## src/rtl/alu_pkg.sv

```systemverilog
// Shared ALU definitions: datapath width, {C,Z,N,V} flag bit positions and
// the result-stage skid buffer state encoding.
package alu_pkg;

   localparam int ALU_WIDTH = 8;

   localparam int FLG_C = 3;
   localparam int FLG_Z = 2;
   localparam int FLG_N = 1;
   localparam int FLG_V = 0;

   typedef enum logic [1:0] {
      EMPTY = 2'd0,
      ONE   = 2'd1,
      TWO   = 2'd2
   } skid_state_e;

endpackage

```

## src/rtl/alu_flag_gen.sv

```systemverilog
// Combinational {C,Z,N,V} derivation from an adder result; zero latency, no flow control.
module alu_flag_gen
   import alu_pkg::*;
#(
   parameter int WIDTH = ALU_WIDTH
) (
   input  logic [WIDTH-1:0] sum_i,
   input  logic             car_i,
   input  logic             a_msb_i,
   input  logic             b_msb_i,
   output logic [3:0]       flags_o
);

   always_comb begin
      flags_o        = '0;
      flags_o[FLG_C] = car_i;
      flags_o[FLG_Z] = (sum_i == '0);
      flags_o[FLG_N] = sum_i[WIDTH-1];
      // Signed overflow: like-signed operands producing a differently-signed sum.
      flags_o[FLG_V] = (a_msb_i == b_msb_i) && (sum_i[WIDTH-1] != a_msb_i);
   end

endmodule

```

## src/rtl/alu_result_stage.sv

```systemverilog
// Registered adder result stage with flags and sticky C/V; 1-cycle latency, valid/ready both sides.
// ALU_RES_SKID_EN: 2-entry skid buffer with registered in_ready; otherwise single register with comb in_ready.
module alu_result_stage
   import alu_pkg::*;
#(
   parameter int WIDTH = ALU_WIDTH
) (
   input  logic             clk,
   input  logic             rst_n,
   input  logic             in_valid_i,
   output logic             in_ready_o,
   input  logic [WIDTH-1:0] in_sum_i,
   input  logic             in_car_i,
   input  logic             in_a_msb_i,
   input  logic             in_b_msb_i,
   output logic             out_valid_o,
   input  logic             out_ready_i,
   output logic [WIDTH-1:0] out_sum_o,
   output logic [3:0]       out_flags_o,
   input  logic             sticky_clr_i,
   output logic             sticky_c_o,
   output logic             sticky_v_o
);

   logic [3:0]       in_flags;
   logic             in_xfer, out_xfer;
   logic [WIDTH-1:0] out_sum_q, out_sum_d;
   logic [3:0]       out_flags_q, out_flags_d;
   logic             sticky_c_q, sticky_c_d, sticky_v_q, sticky_v_d;

   alu_flag_gen #(.WIDTH(WIDTH)) u_flag_gen (
      .sum_i   (in_sum_i),
      .car_i   (in_car_i),
      .a_msb_i (in_a_msb_i),
      .b_msb_i (in_b_msb_i),
      .flags_o (in_flags)
   );

   assign in_xfer  = in_valid_i && in_ready_o;
   assign out_xfer = out_valid_o && out_ready_i;

`ifdef ALU_RES_SKID_EN
   skid_state_e      state_q, state_d;
   logic [WIDTH-1:0] skid_sum_q, skid_sum_d;
   logic [3:0]       skid_flags_q, skid_flags_d;
   logic             in_ready_q;

   assign in_ready_o  = in_ready_q;
   assign out_valid_o = (state_q != EMPTY);

   always_comb begin
      state_d      = state_q;
      out_sum_d    = out_sum_q;
      out_flags_d  = out_flags_q;
      skid_sum_d   = skid_sum_q;
      skid_flags_d = skid_flags_q;
      case (state_q)
         EMPTY: if (in_xfer) begin
            out_sum_d   = in_sum_i;
            out_flags_d = in_flags;
            state_d     = ONE;
         end
         ONE: if (in_xfer && out_xfer) begin
            out_sum_d   = in_sum_i;
            out_flags_d = in_flags;
         end else if (in_xfer) begin
            skid_sum_d   = in_sum_i;
            skid_flags_d = in_flags;
            state_d      = TWO;
         end else if (out_xfer) begin
            state_d = EMPTY;
         end
         TWO: if (out_xfer) begin
            out_sum_d   = skid_sum_q;
            out_flags_d = skid_flags_q;
            state_d     = ONE;
         end
         default: state_d = EMPTY;
      endcase
   end

   always_ff @(posedge clk or negedge rst_n) begin
      if (!rst_n) begin
         state_q      <= EMPTY;
         in_ready_q   <= 1'b0;
         skid_sum_q   <= '0;
         skid_flags_q <= '0;
      end else begin
         state_q      <= state_d;
         in_ready_q   <= (state_d != TWO);
         skid_sum_q   <= skid_sum_d;
         skid_flags_q <= skid_flags_d;
      end
   end
`else
   logic out_valid_q, out_valid_d;
   logic rdy_en_q;

   // rdy_en_q holds in_ready low during reset and for the edge that releases it.
   assign in_ready_o  = rdy_en_q && (!out_valid_q || out_ready_i);
   assign out_valid_o = out_valid_q;

   always_comb begin
      out_valid_d = out_valid_q;
      out_sum_d   = out_sum_q;
      out_flags_d = out_flags_q;
      if (in_xfer) begin
         out_valid_d = 1'b1;
         out_sum_d   = in_sum_i;
         out_flags_d = in_flags;
      end else if (out_xfer) begin
         out_valid_d = 1'b0;
      end
   end

   always_ff @(posedge clk or negedge rst_n) begin
      if (!rst_n) begin
         out_valid_q <= 1'b0;
         rdy_en_q    <= 1'b0;
      end else begin
         out_valid_q <= out_valid_d;
         rdy_en_q    <= 1'b1;
      end
   end
`endif

   // A clear in the same cycle as a transfer keeps that transfer's C/V.
   always_comb begin
      sticky_c_d = (sticky_clr_i ? 1'b0 : sticky_c_q) | (out_xfer & out_flags_q[FLG_C]);
      sticky_v_d = (sticky_clr_i ? 1'b0 : sticky_v_q) | (out_xfer & out_flags_q[FLG_V]);
   end

   always_ff @(posedge clk or negedge rst_n) begin
      if (!rst_n) begin
         out_sum_q   <= '0;
         out_flags_q <= '0;
         sticky_c_q  <= 1'b0;
         sticky_v_q  <= 1'b0;
      end else begin
         out_sum_q   <= out_sum_d;
         out_flags_q <= out_flags_d;
         sticky_c_q  <= sticky_c_d;
         sticky_v_q  <= sticky_v_d;
      end
   end

   assign out_sum_o   = out_sum_q;
   assign out_flags_o = out_flags_q;
   assign sticky_c_o  = sticky_c_q;
   assign sticky_v_o  = sticky_v_q;

endmodule
```

## config.mk

```make
export PLATFORM = sky130hd
export DESIGN_NAME = alu_result_stage
export DESIGN_NICKNAME = d
export VERILOG_FILES = /design/src/rtl/alu_pkg.sv /design/src/rtl/alu_flag_gen.sv /design/src/rtl/alu_result_stage.sv
export SDC_FILE = /design/constraint.sdc
export NUM_CORES = 1
export LEC_CHECK = 0
export CORE_MARGIN = 2
export CORE_UTILIZATION = 43
export DETAILED_ROUTE_END_ITERATION = 6
export GPL_ROUTABILITY_DRIVEN = 0
export HOLD_SLACK_MARGIN = 0.08
export PLACE_DENSITY = 0.82
export SLEW_MARGIN = 40
export SYNTH_ARGS = -nofsm -noshare
export SYNTH_HDL_FRONTEND = slang
export SYNTH_HIERARCHICAL = 1
export SYNTH_SLANG_ARGS = --single-unit
export TNS_END_PERCENT = 100
```

## constraint.sdc

```tcl
create_clock -name clk -period 3.2 [get_ports clk]
set_input_delay 0.48 -clock clk [delete_from_list [all_inputs] [get_ports clk]]
set_output_delay 0.48 -clock clk [all_outputs]
set_load 0.02 [all_outputs]
```

==> reports/metrics.yaml <==
antenna_found_initial: 0
ctsResizeCount: 0
post-route-period-util_pct: 72.6
grt.busiest_layer: "met2"
cts_tree: "done"
root_buffer: "clkbuf_4"
critPathCaptureType: "output port"
portBuffers: 31
cts_htree_levels: 1
wirelength_mm: 1.34
vdd_drop_max_v: 0.000301
nets: 98
initial_core_util_pct: 46.6
core_area_mm2: 0.00154
cp.arrival_ns: 1.84
grt_pass1_wl_mm: 2.23
rsz0062_at_grt: "false"
grt_usage_pct: 15.5
synthesis.area_um2: 718
met2_usage_pct: 27.0
critical_path.max_fanout: 3
first_iter_violations: 2
die_w_um: 44.9
area_growth_pct: 44.3
synth_cell_types: 17
hpwl_mm: 1.02
fp-row-count: 14
worstMarginPinSlew_ns: 0.726
clk_pin_slew_ns: 0.09
cts_hold_buffers: 0
start_kind: "input port"
synth_top_cell_by_area: "dfrtp_1"
yosys-top-cells-area: "dfrtp_1, mux2_4, mux2_2"
post_cts_buffers: 0
slew_headroom_pct: 51.5
avgViaCountPerCell: 4.90
postSynthCellCount: 49
setup_violations: 0
die-height_um: 44.9
p_int_w: 0.000379
path_delay_family: "buffers and inverters"
yosysSeqAreaShare_pct: 55.7
hold_viol: 0
yosys_warnings: 6
worst-setup-path-type: "in -> out"
layout-drive-gt1-share_pct: 22.5
firstDrtPassIters: 2
synth_seq_cells: 16
dieArea_mm2: 0.00201
skew_ns: 0.00452
ant_nets: 0
worstPathRequired_ns: 2.72
switching_power_w: 0.000150
status: "completed"
finalPower_w: 0.000529
p_leak_nw: 0.457
grtUsageMet3_pct: 5.20
cpMaxStageDelayCell: "clkdlybuf4s50_1"
clock_sinks: 16
cp_cell_sequence: "clkdlybuf4s50_1, nand2b_4, and2_2, clkdlybuf4s50_1"
cts_made_buffers: 3
grt_max_degree: 17
clk_latency_ns: 0.28
drv_slew: 0
clkPwrFrac_pct: 19.3
worst-path-buf-inv: 2
syn_nets: 65
clk_path_buf_depth: 2
drc: 0
setup_tns_ns: 0
combPwrFrac_pct: 33.2
hp-class: "reg -> reg"
switching_share_pct: 28.4
grt.overflow.total: 0
avgSynthCellArea_um2: 14.7
max_cap_violations: 0
diodes: 0
grt_pass1_vias: 527
pin_count: 32
seqPwrFrac_pct: 47.5
period_minus_slack_ns: 2.32
p_per_area_mw_per_mm2: 511
yosysTopAreaCellShare_pct: 55.7
fmax_mhz: 430
num_vias: 470
use_met1_pct: 17.9
cpMostUsedCell: "clkdlybuf4s50_1"
cpPeakStageDelay_ns: 0.59
wl_per_cell_um: 14.0
==> tightest hold or removal path, delay by kind of cell (launching register included) <==
family | cells | cell delay, ns
buffers and inverters | 1 | 0.05
flip-flops | 1 | 0.38
AO/OA/AOI/OAI | 1 | 0.06
==> path summary, 6_finish.rpt <==
kind | from | end | slack (ns) | cells after the start
max | out_ready_i | in_ready_o | 0.88 | 4
min | sticky_v_o | sticky_v_o | 0.52 | 2
max reg2reg | out_valid_o | out_sum_o[6] | 1.74 | 3
min reg2reg | sticky_v_o | sticky_v_o | 0.52 | 2
max in group asynchronous | rst_n | out_flags_o[1] | 2.11 | 1
min in group asynchronous | rst_n | out_sum_o[5] | 0.63 | 1
==> final cells by class <==
| class | instances | area [µm²] |
|---|---|---|
| repair buffers | 31 | 310 |
| inverters | 2 | 7.51 |
| fillers | 132 | 505 |
| flip-flops and latches | 16 | 400 |
| clock buffers | 3 | 22.5 |
| multi-input cells | 28 | 275 |
| well taps | 16 | 20.0 |
==> Yosys cell counts <==
library cell  number
o22ai_1            1
nor2_1             1
dfrtp_1           16
nand2b_4           1
conb_1             1
buf_12             1
buf_4              2
mux2_2             2
or4_1              2
inv_1              2
nor2b_4            1
or2b_1             1
and2_2             1
nand3_1            2
nand2_1            3
mux2_4            10
o21ai_0            2
==> routing by layer <==
layer / up-vias / share of wire (%) / wire length, µm
met5: - / 0 / 0
met1: 221 / 45 / 609
met4: 0 / 0 / 0
met3: 0 / 8.3 / 111
met2: 22 / 46 / 620
li1: 227 / - / -
==> flip-flops by register name (all words and copies together), names as in the netlist <==
register and cells:
out_flags_o 4, out_sum_o 8, out_valid_o 1, rdy_en_q 1, sticky_c_o 1, sticky_v_o 1
==> cells by family (layout without fill, tap and decap cells) <==
family                 count (synthesis)  after routing  synth area share, %
muxes                                 12             12                 24.0
AOI/OAI and AO/OA                      3              3                 2.27
other                                  1              1                0.522
DFF                                   16             16                 55.7
and+or+nand+nor                       12             12                 11.5
buffers and inverters                  5             36                 5.92
==> through the flow <==
step / hold slack (ns) / instances / worst slack [ns] / area, µm² / utilization (%)
2_1_floorplan: 0.184 / 49 / 1.87 / 718 / -
3_3_place_gp: 0.492 / 93 / 0.883 / 1010 / 65.7
3_5_place_dp: 0.502 / 93 / 0.871 / 1010 / 65.7
4_1_cts: 0.523 / 96 / 0.865 / 1040 / 67.2
5_1_grt: 0.541 / 96 / 0.816 / 1040 / 67.2
6_report: 0.522 / 96 / 0.877 / 1040 / 67.2
==> placed cells by master, fill, tap and decap left out <==
master / netlist / routed
or2b_1: 1 / 1
conb_1: 1 / 1
dfrtp_1: 16 / 16
nand3_1: 2 / 2
mux2_2: 2 / 2
and2_2: 1 / 1
clkbuf_4: 0 / 3
o22ai_1: 1 / 1
mux2_4: 10 / 10
nand2b_4: 1 / 1
o21ai_0: 2 / 2
nor2_1: 1 / 1
clkdlybuf4s50_1: 0 / 31
inv_1: 2 / 2
nor2b_4: 1 / 1
or4_1: 2 / 2
nand2_1: 3 / 3
==> power by group through the flow <==
stage | Combinational (W) | Clock [W] | Sequential, W
after floorplan | 0.0000547 | 0 | 0.000289
after global placement | 0.000174 | 0 | 0.000254
after detailed placement | 0.000177 | 0 | 0.000255
after CTS | 0.000178 | 0.000106 | 0.000252
after global routing | 0.000186 | 0.000114 | 0.000256
final | 0.000176 | 0.000102 | 0.000251
Note: power is estimated with default switching activity, not from simulation.
